File: src/rtl/score_keeper_if.sv
// Snake score keeper bus: game events in, score/state out.
// Master drives the game events; slave drives score and state.
interface score_keeper_if #(
  parameter int WIDTH = 4
);
  logic             eat;
  logic             game_over;
  logic             restart;
  logic [WIDTH-1:0] score;
  logic [7:0]       score_bcd;
  logic [WIDTH-1:0] high_score;
  logic             win;
  logic             over;
  logic             score_upd;

  modport master (
    output eat,
    output game_over,
    output restart,
    input  score,
    input  score_bcd,
    input  high_score,
    input  win,
    input  over,
    input  score_upd
  );

  modport slave (
    input  eat,
    input  game_over,
    input  restart,
    output score,
    output score_bcd,
    output high_score,
    output win,
    output over,
    output score_upd
  );
endinterface

File: src/rtl/score_keeper.sv
// Snake score keeper: saturating score, game state, high score,
// with registered binary and packed-BCD outputs.
module score_keeper #(
  parameter int WIDTH     = 4,
  parameter int MAX_SCORE = 13
) (
  input  logic clk,
  input  logic rst,
  score_keeper_if.slave bus
);

  typedef enum logic [1:0] {
    PLAY = 2'd0,
    WON  = 2'd1,
    OVER = 2'd2
  } state_e;

  localparam logic [WIDTH-1:0] MAX =
    WIDTH'(MAX_SCORE);
  localparam logic [WIDTH-1:0] ONE =
    {{(WIDTH-1){1'b0}}, 1'b1};

  state_e           state_q, state_d;
  logic             eat_q, restart_q;
  logic [WIDTH-1:0] score_q, score_d;
  logic [WIDTH-1:0] high_q, high_d;
  logic [7:0]       bcd_q, bcd_d;
  logic             win_q, win_d;
  logic             over_q, over_d;
  logic             upd_q, upd_d;
  logic             eat_rise, restart_rise;
  logic [7:0]       s8;

  assign eat_rise     = bus.eat & ~eat_q;
  assign restart_rise = bus.restart & ~restart_q;

  always_comb begin
    state_d = state_q;
    score_d = score_q;
    high_d  = high_q;
    unique case (state_q)
      PLAY: begin
        // collision outranks a same-cycle eat
        if (bus.game_over) begin
          state_d = OVER;
          if (score_q > high_q) high_d = score_q;
        end else if (eat_rise && score_q < MAX) begin
          score_d = score_q + ONE;
          if (score_d == MAX) begin
            state_d = WON;
            if (MAX > high_q) high_d = MAX;
          end
        end
      end
      WON, OVER: begin
        if (restart_rise) begin
          state_d = PLAY;
          score_d = '0;
        end
      end
      default: state_d = PLAY;
    endcase
    s8     = 8'(score_d);
    bcd_d  = {4'(s8 / 8'd10), 4'(s8 % 8'd10)};
    win_d  = (state_d == WON);
    over_d = (state_d == OVER);
    upd_d  = (score_d != score_q);
  end

  always_ff @(posedge clk) begin
    if (rst) begin
      state_q   <= PLAY;
      eat_q     <= 1'b0;
      restart_q <= 1'b0;
      score_q   <= '0;
      high_q    <= '0;
      bcd_q     <= 8'h00;
      win_q     <= 1'b0;
      over_q    <= 1'b0;
      upd_q     <= 1'b0;
    end else begin
      state_q   <= state_d;
      eat_q     <= bus.eat;
      restart_q <= bus.restart;
      score_q   <= score_d;
      high_q    <= high_d;
      bcd_q     <= bcd_d;
      win_q     <= win_d;
      over_q    <= over_d;
      upd_q     <= upd_d;
    end
  end

  assign bus.score      = score_q;
  assign bus.score_bcd  = bcd_q;
  assign bus.high_score = high_q;
  assign bus.win        = win_q;
  assign bus.over       = over_q;
  assign bus.score_upd  = upd_q;

endmodule

File: src/flat_wrapper.sv
// flat-port wrapper written by rule: the top's interface ports become plain ports
module score_keeper_flat 
#(
  parameter int WIDTH     = 4,
  parameter int MAX_SCORE = 13
)
  (clk, rst, bus_eat, bus_game_over, bus_restart, bus_score, bus_score_bcd, bus_high_score, bus_win, bus_over, bus_score_upd);
  score_keeper_if #(.WIDTH(WIDTH)) bus_i ();
  input  logic clk;
  input  logic rst;
  input wire logic [$bits(bus_i.eat)-1:0] bus_eat;
  input wire logic [$bits(bus_i.game_over)-1:0] bus_game_over;
  input wire logic [$bits(bus_i.restart)-1:0] bus_restart;
  output wire logic [$bits(bus_i.score)-1:0] bus_score;
  output wire logic [$bits(bus_i.score_bcd)-1:0] bus_score_bcd;
  output wire logic [$bits(bus_i.high_score)-1:0] bus_high_score;
  output wire logic [$bits(bus_i.win)-1:0] bus_win;
  output wire logic [$bits(bus_i.over)-1:0] bus_over;
  output wire logic [$bits(bus_i.score_upd)-1:0] bus_score_upd;
  assign bus_i.eat = bus_eat;
  assign bus_i.game_over = bus_game_over;
  assign bus_i.restart = bus_restart;
  assign bus_score = bus_i.score;
  assign bus_score_bcd = bus_i.score_bcd;
  assign bus_high_score = bus_i.high_score;
  assign bus_win = bus_i.win;
  assign bus_over = bus_i.over;
  assign bus_score_upd = bus_i.score_upd;
  score_keeper #(.WIDTH(WIDTH), .MAX_SCORE(MAX_SCORE)) u_core (.clk(clk), .rst(rst), .bus(bus_i));
endmodule
File: config.mk
export PLATFORM = sky130hd
export DESIGN_NAME = score_keeper_flat
export DESIGN_NICKNAME = d
export VERILOG_FILES = /design/src/rtl/score_keeper_if.sv /design/src/rtl/score_keeper.sv /design/src/flat_wrapper.sv
export SDC_FILE = /design/constraint.sdc
export NUM_CORES = 1
export LEC_CHECK = 0
export ABC_AREA = 1
export BUFFER_PORTS_ARGS = -buffer_cell sky130_fd_sc_hd__buf_4
export CORE_UTILIZATION = 58
export CTS_BUF_LIST = sky130_fd_sc_hd__clkbuf_4 sky130_fd_sc_hd__clkbuf_8 sky130_fd_sc_hd__clkbuf_16
export CTS_CLUSTER_DIAMETER = 80
export DETAILED_ROUTE_END_ITERATION = 16
export PLACE_DENSITY = 0.86
export SKIP_CTS_REPAIR_TIMING = 1
export SYNTH_ARGS = -nofsm -noshare
export SYNTH_HDL_FRONTEND = slang
export SYNTH_SLANG_ARGS = --single-unit
File: constraint.sdc
create_clock -name clk -period 4.71 [get_ports clk]
set_input_delay 0.2355 -clock clk [delete_from_list [all_inputs] [get_ports clk]]
set_output_delay 0.2355 -clock clk [all_outputs]
set_load 0.01 [all_outputs]
==> run_results.csv <==
group,metric,value,unit
clock_network,clk_path_buf_depth,2,
detailed_routing,vias,1168,
worst_setup_path,max_stage_delay,0.51,ns
die,dieWidth,47.7,microns
power_and_ir_drop,p_leak,0.000717,uW
worst_setup_path,critPathLaunchType,"flip-flop",
die,initial_core_util,0.618,
clock_network,cts_tree,"yes",
worst_setup_path,ff2ff_setup_slack,2.56,ns
timing,tns,0,ns
worst_setup_path,endpoint_kind,"flip-flop",
place,place_ws,2.63,ns
min_path,hold_depth,3,
min_path,worst_hold_path_type,"in2reg",
global_routing,grtUsageTotal,0.247,
synth,yosys.area.top_type_share,0.314,
clock_network,cts-root-buf,"clkbuf_4",
die,rows,16,
timing,grt_setup_unrepaired,"no",
detailed_routing,viasPerCell,5.33,
timing,hold_viol_final,0,
final_layout,final_cell_area,1390,sq um
worst_setup_path,crit_family,"simple AND/OR/NAND/NOR gates",
global_routing,grt_max_degree,15,
worst_setup_path,startpoint,"u_core.bus.score_bcd[0]",
run_status,status,"completed",
final_layout,fillCellCount,179,
timing,hold_ws,0.133,ns
detailed_routing,antenna_left,0,
worst_setup_path,crit_slowest_cell,"dfxtp_1",
timing,drv_slew,0,
worst_setup_path,crit_top_cell,"nand2_1",
die,top_level_ports,24,
synth,postSynthCellCount,172,
synth,netlist_top_cells_count,"45 x nand2_1, 23 x inv_1, 19 x dfxtp_1",
clock_network,cts_made_buffers,3,
global_routing,overflow,0,
timing,max_freq,0.464,GHz
final_layout,drive_gt1_frac,0.255,
synth,ys.warnings.count,0,
die,die_area,2280,sq um
synth,synth.most_common_cell,"nand2_1",
synth,syn_area_per_cell,7.05,sq um
synth,syn_area,1210,sq um
synth,ys_seq_area_frac,0.314,
place,hpwl,1960,microns
global_routing,grt_pass1_wl,3880,microns
synth,yosys-top-cells-area,"dfxtp_1 31%, nand2_1 14%, ha_1 9.3%",
worst_setup_path,cp.arrival,2.40,ns
timing,fin_skew,0.0105,ns
timing,slew_headroom,0.608,
place,gp_congestion,0.909,
clock_network,cts_sinks,19,
synth,async_reset_ff_frac,0,
synth,synth-main-ff-cell,"dfxtp_1",
worst_setup_path,crit_cells,12,
place,port_buffers,20,
detailed_routing,drtPass1Iterations,4,
job,max_cap_viol_count,0,
min_path,hp-start,"bus_restart",
worst_setup_path,rr_startpoint,"u_core.bus.score_bcd[0]",
die,core-area,1960,sq um
worst_setup_path,crit_buf_inv,3,
die,die_h,47.7,microns
synth,synth-edff-count,0,
global_routing,grt_pass1_vias,931,
detailed_routing,drc_errors,0,
worst_setup_path,critPathKind,"reg2reg",
final_layout,area_delta_synth_final,14.9,%
worst_setup_path,reg2reg_depth,12,
synth,ys_ff_latch,19,
worst_setup_path,path_max_fanout,9,
global_routing,antenna_found_initial,0,
power_and_ir_drop,vdd_drop_max,0.000185,V
timing,tightest_slew,0.589,ns
timing,finalCritPeriodShare,0.457,
worst_setup_path,r2r_end,"u_core.bus.score_bcd[2]",
min_path,worstHoldEndpoint,"u_core.restart_q",
synth,synth_cell_types,26,
timing,setup_viol,0,
place,dpl_cell_area,1370,sq um
final_layout,fin_util,0.710,
final_layout,antennaDiodeCount,0,
final_layout,regArea,380,sq um
clock_network,h-tree-depth,1,
timing,layout_setup_ws,2.56,ns
worst_setup_path,crit_chain,"inv_1 > ha_1 > inv_1 > nand3_1 > nand3_1 > nand2_1 > nand2_1 > nand2_1 > nand2_2 > inv_2 > ha_1 > o21ai_2",
clock_network,clk_latency,0.31,ns
power_and_ir_drop,power_density,242,nW/um^2
detailed_routing,drt_first_iter_violations,61,
clock_network,clk_pin_slew_worst_paths,0.12,ns
worst_setup_path,required,4.95,ns
timing,period_minus_slack,2.15,ns
final_layout,final_nets,207,
detailed_routing,wl_per_cell,11.7,microns
synth,yosys.area.top_type,"dfxtp_1",
final_layout,multi_input_area,689,sq um
detailed_routing,wirelength,2570,microns
-- layout by cell type, fill, tap and decap left out --
master,count
nand3_4,2
o21ai_2,2
nor2_2,3
inv_2,5
o21ai_0,3
nand4_1,7
o21ai_1,3
inv_1,23
nand2_1,45
o21ai_4,1
nor3_1,1
nor2_4,2
dfxtp_1,19
nand3_1,14
a221oi_1,1
clkinv_2,1
a21oi_1,6
clkbuf_4,3
ha_1,9
nand3_2,1
conb_1,3
nand2_2,7
nand2_4,1
buf_4,20
nor2_1,9
inv_4,1
-- where the power goes --
part | switching [uW] | total, uW | internal, uW
clock network | 53.3 | 85.0 | 31.7
logic | 48.0 | 77.9 | 30.0
registers | 6.43 | 175 | 168
total | 108 | 338 | 230
-- worst min-delay path: stages --
cell	delay [ns]
buf_4	0.08
inv_1	0.03
nor2_1	0.07
-- sequential cells by signal, summed over array words and instances, names as in the netlist --
register / count
u_core.bus.score_bcd: 5
u_core.bus.high_score: 4
u_core.bus.score: 3
u_core.state_q: 2
u_core.bus.over: 1
u_core.bus.score_upd: 1
u_core.bus.win: 1
u_core.eat_q: 1
u_core.restart_q: 1
-- cell type report --
type | instances | area share
repair buffers | 20 | 0.108
inverters | 29 | 0.0800
flip-flops and latches | 19 | 0.273
clock buffers | 3 | 0.0162
clock inverters | 1 | 0.00359
multi-input cells | 120 | 0.495
well taps | 27 | 0.0243
-- per-stage QoR --
step           power, uW  std cells
2_1_floorplan        233        174
3_3_place_gp         252        215
3_5_place_dp         256        215
4_1_cts              338        219
5_1_grt              354        219
6_report             338        219
-- kinds of logic after synthesis --
kind of cell             after synthesis  share of synthesized area
flip-flops                            19                      0.314
AO/OA/AOI/OAI                         16                     0.0846
buffers and inverters                 35                      0.124
other                                  1                    0.00309
adder cells (fa/ha/maj)                9                     0.0929
AND/OR/NAND/NOR                       92                      0.382
-- worst max path at each step --
stage,end,slack (ns)
after floorplan,u_core.bus.score_bcd[2],2.78
after global placement,u_core.bus.score_bcd[2],2.74
after detailed placement,u_core.bus.score_bcd[2],2.63
after CTS,u_core.bus.score_bcd[2],2.58
after global routing,u_core.bus.score_bcd[2],2.40
final,u_core.bus.score_bcd[2],2.56
-- per-layer routing --
| layer | part of all wire | routed length, microns | vias up | global-route usage |
|---|---|---|---|---|
| met5 | 0 | 0 | - | 0 |
| met4 | 0.014 | 37 | 0 | 0.111 |
| met3 | 0.068 | 175 | 5 | 0.0491 |
| met2 | 0.50 | 1270 | 48 | 0.424 |
| met1 | 0.42 | 1080 | 534 | 0.295 |
| li1 | - | - | 581 | - |
Power figures use the tool's default switching activity.
